==> config.mk <==
export PLATFORM = sky130hd
export DESIGN_NAME = xcvr_clkout2_freq_monitor
export DESIGN_NICKNAME = d
export VERILOG_FILES = /design/src/rtl/xcvr_test_pkg.sv /design/src/rtl/xcvr_sync_edge_det.sv /design/src/rtl/xcvr_clkout2_freq_monitor.sv
export SDC_FILE = /design/constraint.sdc
export NUM_CORES = 1
export LEC_CHECK = 0
export CAP_MARGIN = 0
export CORE_UTILIZATION = 50
export DETAILED_ROUTE_END_ITERATION = 8
export GPL_ROUTABILITY_DRIVEN = 1
export MAX_ROUTING_LAYER = met4
export PLACE_DENSITY = 0.82
export RECOVER_POWER = 50
export SLEW_MARGIN = 20
export SYNTH_ARGS = -nofsm -noshare
export SYNTH_HDL_FRONTEND = slang
export SYNTH_HIERARCHICAL = 1
export SYNTH_SLANG_ARGS = --single-unit
==> constraint.sdc <==
create_clock -name clk -period 2.41 [get_ports clk]
set_input_delay 0.723 -clock clk [delete_from_list [all_inputs] [get_ports clk]]
set_output_delay 0.723 -clock clk [all_outputs]
set_load 0.02 [all_outputs]
==> src/rtl/xcvr_test_pkg.sv <==
// Shared definitions for the transceiver clock monitors.
//   mon_state_e : monitor FSM state encoding (IDLE / MEASURE)
//   gate_cnt_w  : width of a gate counter that runs 0..gate_cycles-1
package xcvr_test_pkg;

  typedef enum logic {
    ST_IDLE    = 1'b0,
    ST_MEASURE = 1'b1
  } mon_state_e;

  // clog2 of the window length, never narrower than one bit.
  function automatic int gate_cnt_w(input int gate_cycles);
    int w;
    w = $clog2(gate_cycles);
    return (w < 1) ? 1 : w;
  endfunction

endpackage

==> src/rtl/xcvr_sync_edge_det.sv <==
// Brings an asynchronous clock sample into the clk domain and flags its
// rising edges.
//   clk        : sampling clock
//   reset_n    : asynchronous active-low reset
//   async_in   : asynchronous input (sampled transceiver clock)
//   rise_pulse : one-cycle pulse per detected rising edge of async_in
module xcvr_sync_edge_det (
  input  logic clk,
  input  logic reset_n,
  input  logic async_in,
  output logic rise_pulse
);

  logic sync_q1;
  logic sync_q2;
  logic prev_q;

  always_ff @(posedge clk or negedge reset_n) begin
    if (!reset_n) begin
      sync_q1 <= 1'b0;
      sync_q2 <= 1'b0;
      prev_q  <= 1'b0;
    end else begin
      sync_q1 <= async_in;
      sync_q2 <= sync_q1;
      prev_q  <= sync_q2;
    end
  end

  // The pulse is counted on the third clk edge after the pin changes.
  assign rise_pulse = sync_q2 & ~prev_q;

endmodule

==> src/rtl/xcvr_clkout2_freq_monitor.sv <==
// Frequency monitor for the transceiver clkout2: counts rising edges of the
// sampled clock over back-to-back windows of GATE_CYCLES clk cycles and
// qualifies the frequency after two consecutive in-range windows.
//   clk            : management/reference clock
//   reset_n        : asynchronous active-low reset
//   enable         : run measurements while high
//   clkout2_sample : sampled transceiver clock, asynchronous to clk
//   count          : edge count of the last completed window
//   count_valid    : one-cycle pulse when count updates
//   clock_present  : last completed window saw at least one edge
//   overflow       : last completed window saturated the edge counter
//   freq_ok        : two consecutive good windows seen, no bad one since
//
// state      | meaning
// -----------+------------------------------------------------------------
// ST_IDLE    | not measuring; counters held at zero
// ST_MEASURE | window running; gate counter 0..GATE_CYCLES-1, edges counted
module xcvr_clkout2_freq_monitor
  import xcvr_test_pkg::*;
#(
  parameter int GATE_CYCLES = 10000,
  parameter int CNT_W       = 16,
  parameter int MIN_COUNT   = 0,
  parameter int MAX_COUNT   = (2 ** CNT_W) - 2
) (
  input  logic             clk,
  input  logic             reset_n,
  input  logic             enable,
  input  logic             clkout2_sample,
  output logic [CNT_W-1:0] count,
  output logic             count_valid,
  output logic             clock_present,
  output logic             overflow,
  output logic             freq_ok
);

  localparam int               GW        = gate_cnt_w(GATE_CYCLES);
  localparam logic [GW-1:0]    GATE_LAST = GW'(GATE_CYCLES - 1);
  localparam logic [CNT_W-1:0] CNT_SAT   = '1;

  mon_state_e       state_q;
  mon_state_e       state_d;
  logic [GW-1:0]    gate_q;
  logic [CNT_W-1:0] edge_q;
  logic             win_ovf_q;
  logic             good_streak_q;

  logic             edge_pulse;
  logic             in_measure;
  logic             window_end;
  logic [CNT_W-1:0] edge_final;
  logic             ovf_final;
  logic             window_good;
  logic [CNT_W-1:0] min_lim;
  logic [CNT_W-1:0] max_lim;

  xcvr_sync_edge_det u_sync_edge_det (
    .clk        (clk),
    .reset_n    (reset_n),
    .async_in   (clkout2_sample),
    .rise_pulse (edge_pulse)
  );

  // Limits as nets so the range test stays a plain compare for any limit,
  // including a lower bound of zero.
  assign min_lim = CNT_W'(MIN_COUNT);
  assign max_lim = CNT_W'(MAX_COUNT);

  always_ff @(posedge clk or negedge reset_n) begin
    if (!reset_n) begin
      state_q <= ST_IDLE;
    end else begin
      state_q <= state_d;
    end
  end

  always_comb begin
    state_d = state_q;
    case (state_q)
      ST_IDLE:    if (enable)  state_d = ST_MEASURE;
      ST_MEASURE: if (!enable) state_d = ST_IDLE;
    endcase
  end

  assign in_measure = (state_q == ST_MEASURE) && enable;
  assign window_end = in_measure && (gate_q == GATE_LAST);

  // Edge of the current cycle folded in, so the last gate cycle's edge
  // lands in the closing window.
  assign edge_final  = (edge_pulse && (edge_q != CNT_SAT)) ? edge_q + 1'b1 : edge_q;
  assign ovf_final   = win_ovf_q | (edge_final == CNT_SAT);
  assign window_good = (edge_final >= min_lim) && (edge_final <= max_lim) && !ovf_final;

  always_ff @(posedge clk or negedge reset_n) begin
    if (!reset_n) begin
      gate_q        <= '0;
      edge_q        <= '0;
      win_ovf_q     <= 1'b0;
      good_streak_q <= 1'b0;
      count         <= '0;
      count_valid   <= 1'b0;
      clock_present <= 1'b0;
      overflow      <= 1'b0;
      freq_ok       <= 1'b0;
    end else begin
      count_valid <= 1'b0;
      if (in_measure) begin
        if (window_end) begin
          gate_q        <= '0;
          edge_q        <= '0;
          win_ovf_q     <= 1'b0;
          count         <= edge_final;
          overflow      <= ovf_final;
          clock_present <= (edge_final != '0);
          count_valid   <= 1'b1;
          if (window_good) begin
            freq_ok       <= good_streak_q;
            good_streak_q <= 1'b1;
          end else begin
            freq_ok       <= 1'b0;
            good_streak_q <= 1'b0;
          end
        end else begin
          gate_q    <= gate_q + 1'b1;
          edge_q    <= edge_final;
          win_ovf_q <= ovf_final;
        end
      end else begin
        gate_q    <= '0;
        edge_q    <= '0;
        win_ovf_q <= 1'b0;
        // Leaving MEASURE abandons the window and the qualification.
        if (state_q == ST_MEASURE) begin
          freq_ok       <= 1'b0;
          good_streak_q <= 1'b0;
        end
      end
    end
  end

endmodule

# == Word level (Yosys, flattened, before mapping) ==
# Index checks and enable logic that the tools add are counted.
# word_totals
in_bits,4
register_bits,56
output_inout_bits,20
wordCells,51
# op_classes
n_addsub,2
order_cmp,2
bitwise_logic,3
n_reduce_logical,10
muxes,17
n_eq_ne,4
# ops
operator,n
two-way mux 16 bit,3
two-way mux 14 bit,2
adder 16 x 1 -> 16 bit (second input constant),1
== test 16 bit (second input constant),1
greater-or-equal comparator 16 x 1 -> 1 bit (second input constant),1
less-or-equal comparator 16 bit (second input constant),1
inequality test 16 bit (second input constant),1
nonzero test 16 bit,1
adder 14 x 1 -> 14 bit (second input constant),1
== test 14 bit (second input constant),1
two-way mux 1 bit,12
logical AND 1 bit,5
AND reduction 2 bit,2
inequality test 2 x 1 -> 1 bit (second input constant),1
nonzero test 2 bit,1
bitwise AND 1 bit,1
logical NOT 1 bit,1
inverter 1 bit,1
OR 1 bit,1

# == Longest topological paths before layout ==
# Gate-level depths: netlist of run 1.
# logic_depth
depth_word,11
depth_mapped,9
depth_no_buf,8

# == Modules after synthesis ==
# Netlist of run 1, hierarchy kept.
# by_module_without_submodules
mod,cells_each,area_per_inst_um2,n_inst
xcvr_clkout2_freq_monitor,259,2556.2,1
xcvr_sync_edge_det,4,88.8,1

# == Worst setup path before layout of run 1 ==
# Ideal clock, no wire load.
# synth_path
path_type,reg2reg
startpoint,register edge_q[0]
endpoint,register freq_ok
required_time_ps,2290
arrival_time_ps,2504
setup_ps,120
period_less_slack_ps,2624
stages_incl_launch_ff,9
slack_ps,-214
path_cell_list,dfrtp_1 ha_1 nand4_2 nor4_1 mux2i_1 or3_2 a2111oi_4 a31oi_2 a31o_1
# synth_between
elab_chain_len,10
# synth_lines
item,line,source
start: declaration,xcvr_clkout2_freq_monitor.sv:44,logic [CNT_W-1:0] edge_q;
start signal: assignment,xcvr_clkout2_freq_monitor.sv:125,edge_q <= edge_final;
"parallel branches: the longest is 2 deep, another holds adder 16 x 1 -> 16 bit",n/a,
two-way mux 16 bit (*),xcvr_clkout2_freq_monitor.sv:90,assign edge_final = (edge_pulse && (edge_q != CNT_SAT)) ? edge_q + 1'b1 : edge_q;
"parallel branches: the longest is 3 deep, another holds greater-or-equal comparator 16 x 1 -> 1 bit",n/a,
logical AND 1 bit (*),xcvr_clkout2_freq_monitor.sv:92,assign window_good = (edge_final >= min_lim) && (edge_final <= max_lim) && !ovf_final;
two-way mux 1 bit (*),xcvr_clkout2_freq_monitor.sv:116,if (window_good) begin
two-way mux 1 bit (*),xcvr_clkout2_freq_monitor.sv:108,if (window_end) begin
two-way mux 1 bit (*),xcvr_clkout2_freq_monitor.sv:107,if (in_measure) begin
end signal: assignment,xcvr_clkout2_freq_monitor.sv:117,freq_ok <= good_streak_q;
end: declaration,xcvr_clkout2_freq_monitor.sv:34,output logic freq_ok
# Mark *: on every way between the ends. The select of a mux whose other input is x is not followed.
# A chain may end at the register's enable or synchronous reset.

# == Worst setup path in the final report of run 1 ==
# layout_path
startpoint,register u_sync_edge_det.prev_q
endpoint,register freq_ok
# layout_between
elab_chain_len,11
# layout_lines
item,line,source
start: declaration,xcvr_sync_edge_det.sv:16,logic prev_q;
start signal: assignment,xcvr_sync_edge_det.sv:26,prev_q <= sync_q2;
inverter 1 bit (*),xcvr_sync_edge_det.sv:31,assign rise_pulse = sync_q2 & ~prev_q;
bitwise AND 1 bit (*),xcvr_sync_edge_det.sv:31,
named net edge_pulse,xcvr_clkout2_freq_monitor.sv:48,logic edge_pulse;
logical AND 1 bit (*),xcvr_clkout2_freq_monitor.sv:90,
two-way mux 16 bit (*),xcvr_clkout2_freq_monitor.sv:90,
"parallel branches: the longest is 3 deep, another holds greater-or-equal comparator 16 x 1 -> 1 bit",n/a,
logical AND 1 bit (*),xcvr_clkout2_freq_monitor.sv:92,
two-way mux 1 bit (*),xcvr_clkout2_freq_monitor.sv:116,
two-way mux 1 bit (*),xcvr_clkout2_freq_monitor.sv:108,
two-way mux 1 bit (*),xcvr_clkout2_freq_monitor.sv:107,
# Mark *: on every way through the listed nets, which the timed path passes. The select of a mux whose other input is x is not followed.

==> results of run 1 <==
power by group through the flow:
stage	registers, µW	logic, µW	clock network (µW)
after global placement	967	64.0	0
after global routing	950	67.7	700
after floorplan	968	22.4	0
final	949	60.0	653
after detailed placement	967	65.9	0
after CTS	949	66.3	660
worst register-to-register path: stages, from the launching register on:
cell and delay, ps:
dfrtp_1 410, nor2b_4 180, and4_2 250, nand3_1 170
a2111oi_1 410, buf_4 180, xnor2_1 100, nor3_2 310
a31oi_4 150, a31o_1 200
kinds of logic (layout without fill, tap and decap cells):
family | Yosys count | after routing | synth area share [%]
buffers and inverters | 15 | 88 | 2.84
AO/OA/AOI/OAI | 36 | 36 | 9.56
multiplexers | 4 | 4 | 1.51
flip-flops | 56 | 56 | 53.0
XOR/XNOR | 20 | 20 | 6.62
AND/OR/NAND/NOR | 130 | 130 | 25.5
adder cells (fa/ha/maj) | 2 | 2 | 0.946
worst max path at each step:
stage | start | endpoint | slack [ps] | depth (start not counted)
floorplan | edge_q[1]$_DFF_PN0_ | freq_ok$_DFFE_PN0P_ | -40 | 8
global placement | enable | clock_present$_DFFE_PN0P_ | -20 | 8
detailed placement | enable | clock_present$_DFFE_PN0P_ | -50 | 8
CTS | edge_q[1]$_DFF_PN0_ | freq_ok$_DFFE_PN0P_ | -40 | 8
global route | u_sync_edge_det/prev_q$_DFF_PN0_ | freq_ok$_DFFE_PN0P_ | -180 | 9
finish | u_sync_edge_det/prev_q$_DFF_PN0_ | freq_ok$_DFFE_PN0P_ | -70 | 9
routing by layer:
layer | global-route usage, % | wire (µm) | vias up
met1 | 32.5 | 2740 | 1088
li1 | - | - | 1057
met5 | - | 0 | -
met4 | 10.1 | 202 | 0
met2 | 42.9 | 3390 | 61
met3 | 5.22 | 293 | 22
per-stage QoR:
stage | total power [µW] | area (µm²) | setup WS [ps] | TNS [ps]
finish | 1660 | 3530 | -66.4 | -135
global route | 1720 | 3530 | -183 | -614
CTS | 1680 | 3510 | -37.9 | -47.1
detailed placement | 1030 | 3340 | -48.9 | -167
global placement | 1030 | 3340 | -22.4 | -22.4
floorplan | 990 | 2690 | -38.3 | -76.4
final cells by class:
| type | instances | area (µm²) |
|---|---|---|
| inverter | 6 | 22.5 |
| clock inverter | 2 | 38.8 |
| sequential | 56 | 1400 |
| tap | 70 | 87.6 |
| multi-input combinational | 192 | 1290 |
| fill | 371 | 1570 |
| clock buffer | 6 | 82.6 |
| timing repair buffer | 74 | 609 |
layout by cell type (no fill, tap or decap), types with 2 or more instances in the layout:
cell type,synthesis,routed
nand4_1,8,8
and4_2,2,2
dfrtp_1,56,54
clkbuf_1,5,3
nor3_2,0,2
xor2_1,7,7
dlygate4sd3_1,0,4
or3_4,1,2
nand4_4,1,2
mux2i_1,4,3
nand3_1,13,12
dfrtp_2,0,2
clkbuf_8,0,6
xnor2_1,13,11
o21ai_0,17,17
xnor2_2,0,2
nor2_1,42,42
nor3_1,6,3
buf_4,1,47
nor4_1,5,3
o21a_1,2,2
a21oi_1,4,4
nand2_1,31,31
inv_1,5,5
clkdlybuf4s50_1,0,18
and3_1,4,4
and4_1,3,3
flip-flops by register name (all words and copies together), names as in the netlist:
name                     flops
count                       16
edge_q                      16
gate_q                      14
clock_present                1
count_valid                  1
freq_ok                      1
good_streak_q                1
overflow                     1
state_q                      1
u_sync_edge_det/prev_q       1
u_sync_edge_det/sync_q1      1
u_sync_edge_det/sync_q2      1
win_ovf_q                    1
synthesized netlist by cell type, types with 3 or more instances:
cell      count
mux2i_1       4
nor2_1       42
nor4_1        5
nor3_1        6
a21oi_1       4
clkbuf_1      5
inv_1         5
nand4_1       8
nand3_1      13
and3_1        4
o21ai_0      17
and4_1        3
xnor2_1      13
dfrtp_1      56
xor2_1        7
nand2_1      31
what timing repair did:
action / in CTS / in global routing
setup buffers: 1 / 1
endpoints found under the setup margin: 4 / 5
pin swaps: 4 / 4
gates resized for setup: 9 / 7
==> out/qor.yml, run 1 <==
run_status:
  outcome: "finished, violations left"
  violations: "setup timing"
clock_network:
  clock_sinks: 56
  cts_tree: "built"
  clk_path_buf_depth: 2
  clkLatencyLatePin_ps: 310
  ctsHoldBuffers: 0
  root_buffer: "clkbuf_8"
  clkTransAtPathRegs_ps: 100
  cts-buffers-inserted: 5
  cts_max_level: 2
synthesis:
  synth_flop_cell: "dfrtp_1"
  synth.top_cell.area_share_pct: 53.0
  syn_inst: 263
  synth-seq-cells: 56
  synth.net_count: 269
  synth_top_cell_by_area: "dfrtp_1"
  syn_area_mm2: 0.00265
  yosysUniqueCellTypes: 50
  async_flop_share_pct: 100
  avgSynthCellArea_um2: 10.1
  yosys-top-cells-area: "dfrtp_1 (53%), nor2_1 (6.0%), nand2_1 (4.4%)"
  yosys_warnings: 6
  yosysSeqAreaShare_pct: 53.0
  synth-edff-count: 0
critical_path:
  rr_worst_depth: 9
  cp_max_fo: 5
  path_buf_inv: 1
  cp_slowest_cell: "dfrtp_1"
  crit_chain: "nor2b_4, and4_2, nand3_1, a2111oi_1, buf_4, xnor2_1, nor3_2, a31oi_4, a31o_1"
  cp-end-kind: "flip-flop"
  r2r_slack_ps: -70
  cpLargestDelayFamily: "simple AND/OR/NAND/NOR gates"
  critPathKind: "reg -> reg"
  timing.rr.end: "freq_ok$_DFFE_PN0P_"
  crit_arrival_ps: 2690
  required_ps: 2620
  start_kind: "flip-flop"
  r2r-start: "u_sync_edge_det/prev_q$_DFF_PN0_"
  max_stage_delay_ps: 410
global_routing:
  grt_pass1_wl_um: 10500
  antenna_found_initial: 0
  grt.total_usage_pct: 26.4
  grt_max_degree: 29
  grt_overflow: 0
  first_global_vias: 2240
finish:
  area_growth_pct: 33.6
  fin_util_pct: 69.2
  diodes: 0
  fin_nets: 341
  final_cells: 406
  layout-drive-gt1-share_pct: 25.3
die:
  die-height_um: 74.7
  die_area_mm2: 0.00558
  io_pins: 24
  rows: 26
  initial_core_util_pct: 51.8
  core_mm2: 0.00511
  die_w_um: 74.7
power_and_ir_drop:
  swShare_pct: 21.4
  p_switching_uw: 356
  p_comb_share_pct: 3.6
  powerDensity_mw_per_mm2: 470
  leakagePower_uw: 0.00152
  ir_drop_mv: 0.405
  p_seq_share_pct: 57.1
  p_clk_share_pct: 39.3
  p_int_uw: 1310
hold_path:
  hold_start: "u_sync_edge_det/sync_q1$_DFF_PN0_"
  hold-path-cell-count: 0
  hold_class: "reg -> reg"
  hold-path-endpoint: "u_sync_edge_det/sync_q2$_DFF_PN0_"
route:
  drc: 0
  drtIter0Drc: 185
  firstDrtPassIters: 4
  viasPerCell: 5.49
  post_drt_wl_per_cell_um: 16.3
  via_count: 2228
  ant_nets: 0
  wl_um: 6620
timing:
  timing.hold.ws_ps: 373
  final-setup-viol-count: 3
  layout_setup_ws_ps: -66.4
  rsz0062_at_grt: "yes"
  report.final.slew_viol_count: 0
  timing_hold_violations_final: 0
  tightest_slew_ps: 827
  relSlewSlack_pct: 44.8
  finalCriticalPeriod_ps: 2480
  skew_ps: 3.98
  fin_crit_sh_pct: 103
  clock.fmax_mhz: 404
placed_design:
  gp_congestion: 0.972
  placed_cells: 396
  post-dp-hpwl_um: 4570
  port_buffers: 23
job:
  drv_cap: 0
Note: power is estimated with default switching activity, not from simulation.
==> run 2: changes to the inputs <==
--- a/config.mk
+++ b/config.mk
@@ -6,11 +6,12 @@
 export NUM_CORES = 1
 export LEC_CHECK = 0
 export CAP_MARGIN = 0
-export CORE_UTILIZATION = 50
+export CORE_UTILIZATION = 45
+export CTS_CLUSTER_SIZE = 12
 export DETAILED_ROUTE_END_ITERATION = 8
 export GPL_ROUTABILITY_DRIVEN = 1
 export MAX_ROUTING_LAYER = met4
-export PLACE_DENSITY = 0.82
+export PLACE_DENSITY = 0.75
 export RECOVER_POWER = 50
 export SLEW_MARGIN = 20
 export SYNTH_ARGS = -nofsm -noshare
==> run 2 against run 1 <==
- the run still ends with setup timing left
- sequential power about the same
- count of clock-buffer cells in the layout down 1
- utilization down 6.2 points
- sequential share of layout area increased by 0.24 points
- critical endpoint unchanged
- worst setup slack worse by 66 ps
- global-route usage is 3.0 points lower
- cell count increased by 0.99%
- largest power group unchanged
- flip-flop and latch count unchanged
- largest cell class unchanged
- combinational power rose by 3%
- maximum frequency down 2.6%
- non-clock buffer count is 2 higher
- critical path depth is 1 lower
==> out/qor.yml, run 2 (synthesis results as in run 1) <==
critical_path:
  path_buf_inv: 0  # was 1
  worst-path-stages: 8  # was 9
  cp-end-kind: "flip-flop"  # unchanged
  rr_worst_depth: 8  # was 9
  cp_slowest_cell: "or4_4"  # was dfrtp_1
  start_kind: "flip-flop"  # unchanged
  crit_chain: "ha_4, nand3_4, or4_4, and2_4, or3_4, a2111oi_4, a31oi_4, a31o_1"  # was nor2b_4, and4_2, nand3_1, a2111oi_1, buf_4, xnor2_1, nor3_2, a31oi_4, a31o_1
  required_ps: 2620  # about the same
  max_stage_delay_ps: 530  # was 410 ps
  cpLargestDelayFamily: "simple AND/OR/NAND/NOR gates"  # unchanged
  cp_max_fo: 4  # was 5
  crit_arrival_ps: 2750  # was 2690 ps
  critPathKind: "reg -> reg"  # unchanged
timing:
  layout_setup_ws_ps: -132  # was -66.4 ps
  finalCriticalPeriod_ps: 2540  # was 2480 ps
  timing.hold.ws_ps: 368  # was 373 ps
  clock.fmax_mhz: 393  # was 404 MHz
  fin_crit_sh_pct: 105  # was 103%
  skew_ps: 9.34  # was 3.98 ps
  final-setup-viol-count: 4  # was 3
  timing_hold_violations_final: 0  # unchanged
  tightest_slew_ps: 1130  # was 827 ps
  rsz0062_at_grt: "yes"  # unchanged
  report.final.slew_viol_count: 0  # unchanged
  relSlewSlack_pct: 24.9  # was 44.8%
global_routing:
  grt.total_usage_pct: 23.4  # was 26.4%
  grt_pass1_wl_um: 10600  # was 10500 µm
  grt_overflow: 0  # unchanged
  grt_max_degree: 24  # was 29
  first_global_vias: 2308  # was 2240
  antenna_found_initial: 0  # unchanged
clock_network:
  clock_sinks: 56  # unchanged
  clk_path_buf_depth: 2  # unchanged
  cts-buffers-inserted: 5  # unchanged
  root_buffer: "clkbuf_8"  # unchanged
  clkLatencyLatePin_ps: 310  # about the same
  cts_tree: "built"  # unchanged
  ctsHoldBuffers: 0  # unchanged
  cts_max_level: 2  # unchanged
  clkTransAtPathRegs_ps: 100  # about the same
power_and_ir_drop:
  p_seq_share_pct: 62.3  # was 57.1%
  ir_drop_mv: 0.433  # was 0.405 mV
  finalPower_uw: 1520  # was 1660 µW
  powerDensity_mw_per_mm2: 434  # was 470 mW/mm²
  swShare_pct: 23.0  # was 21.4%
  p_int_uw: 1170  # was 1310 µW
  p_comb_share_pct: 4.0  # was 3.6%
  leakagePower_uw: 0.00150  # was 0.00152 µW
  p_clk_share_pct: 33.7  # was 39.3%
  p_switching_uw: 350  # was 356 µW
finish:
  fillers: 449  # was 371
  final_cells: 410  # was 406
  layout-drive-gt1-share_pct: 24.9  # was 25.3%
  final_cell_mix: "dfrtp_1 (54), buf_4 (48), nor2_1 (42)"  # was dfrtp_1 (54), buf_4 (47), nor2_1 (42)
  fin_util_pct: 63.0  # was 69.2%
  fin_nets: 343  # was 341
  diodes: 0  # unchanged
  area_growth_pct: 32.8  # was 33.6%
  final_common_cell: "dfrtp_1"  # unchanged
  largestRegisters: "count x16, edge_q x16, gate_q x14"  # unchanged
die:
  die_area_mm2: 0.00619  # was 0.00558 mm²
  die-height_um: 78.7  # was 74.7 µm
  initial_core_util_pct: 47.5  # was 51.8%
  rows: 27  # was 26
  die_w_um: 78.7  # was 74.7 µm
  io_pins: 24  # unchanged
  core_mm2: 0.00557  # was 0.00511 mm²
run_status:
  outcome: "finished, violations left"  # unchanged
  violations: "setup timing"  # unchanged
hold_path:
  hold_class: "reg -> reg"  # unchanged
  hold-path-cell-count: 0  # unchanged
route:
  firstDrtPassIters: 5  # was 4
  post_drt_wl_per_cell_um: 16.1  # was 16.3 µm
  drc: 0  # unchanged
  wl_um: 6590  # was 6620 µm
  viasPerCell: 5.51  # was 5.49
  via_count: 2258  # was 2228
  drtIter0Drc: 161  # was 185
  ant_nets: 0  # unchanged
placed_design:
  post-dp-hpwl_um: 4590  # was 4570 µm
  placed_cells: 396  # unchanged
  port_buffers: 23  # unchanged
  gp_congestion: 0.919  # was 0.972
job:
  drv_cap: 0  # unchanged
==> run 2: cell type report <==
type                       instances  area, µm²  share of cell area, %
sequential                        56       1400                   40.0
clock buffer                       5       68.8                   1.96
inverter                           6       22.5                  0.641
multi-input combinational        192       1280                   36.3
timing repair buffer              76        628                   17.9
tap                               72       90.1                   2.56
clock inverter                     3       23.8                  0.677
==> run 2: final timing paths <==
| path | slack (ps) | start | to |
|---|---|---|---|
| worst max-delay path | -130 | edge_q[1]$_DFF_PN0_ | freq_ok$_DFFE_PN0P_ |
| worst max register to register | -130 | edge_q[1]$_DFF_PN0_ | freq_ok$_DFFE_PN0P_ |
| worst min register to register | 370 | u_sync_edge_det/sync_q1$_DFF_PN0_ | u_sync_edge_det/sync_q2$_DFF_PN0_ |
| max in group asynchronous | 470 | reset_n | edge_q[2]$_DFF_PN0_ |
| min in group asynchronous | 600 | reset_n | gate_q[0]$_DFF_PN0_ |
| worst min-delay path | 370 | u_sync_edge_det/sync_q1$_DFF_PN0_ | u_sync_edge_det/sync_q2$_DFF_PN0_ |
==> run 2: per-layer routing <==
metal	wire, µm	vias up	global-route usage, %
met3	273	24	4.07
met1	2690	1103	26.8
met2	3390	64	38.8
met4	223	0	13.1
li1	-	1067	-
met5	0	-	-
==> run 2: power groups by stage <==
stage,Combinational [µW],Clock (µW),Sequential (µW)
final,61.7,513,949
after global routing,70.0,557,950
after CTS,64.4,525,949
after detailed placement,62.8,0,967
after global placement,61.7,0,967
after floorplan,22.4,0,968
==> run 2: through the flow <==
step	setup slack [ps]	setup TNS (ps)	cell area [µm²]
3_3_place_gp	-23.6	-46.4	3310
4_1_cts	-98.6	-273	3450
2_1_floorplan	-38.3	-76.4	2690
3_5_place_dp	-109	-272	3310
6_report	-132	-338	3510
5_1_grt	-200	-689	3510
==> run 2: what timing repair did <==
item | CTS | global route
gates resized for setup | 3 | 12
setup endpoints to repair | 4 | 5
gates cloned | 0 | 0
pin swaps | 4 | 2
buffers inserted | 4 | 2
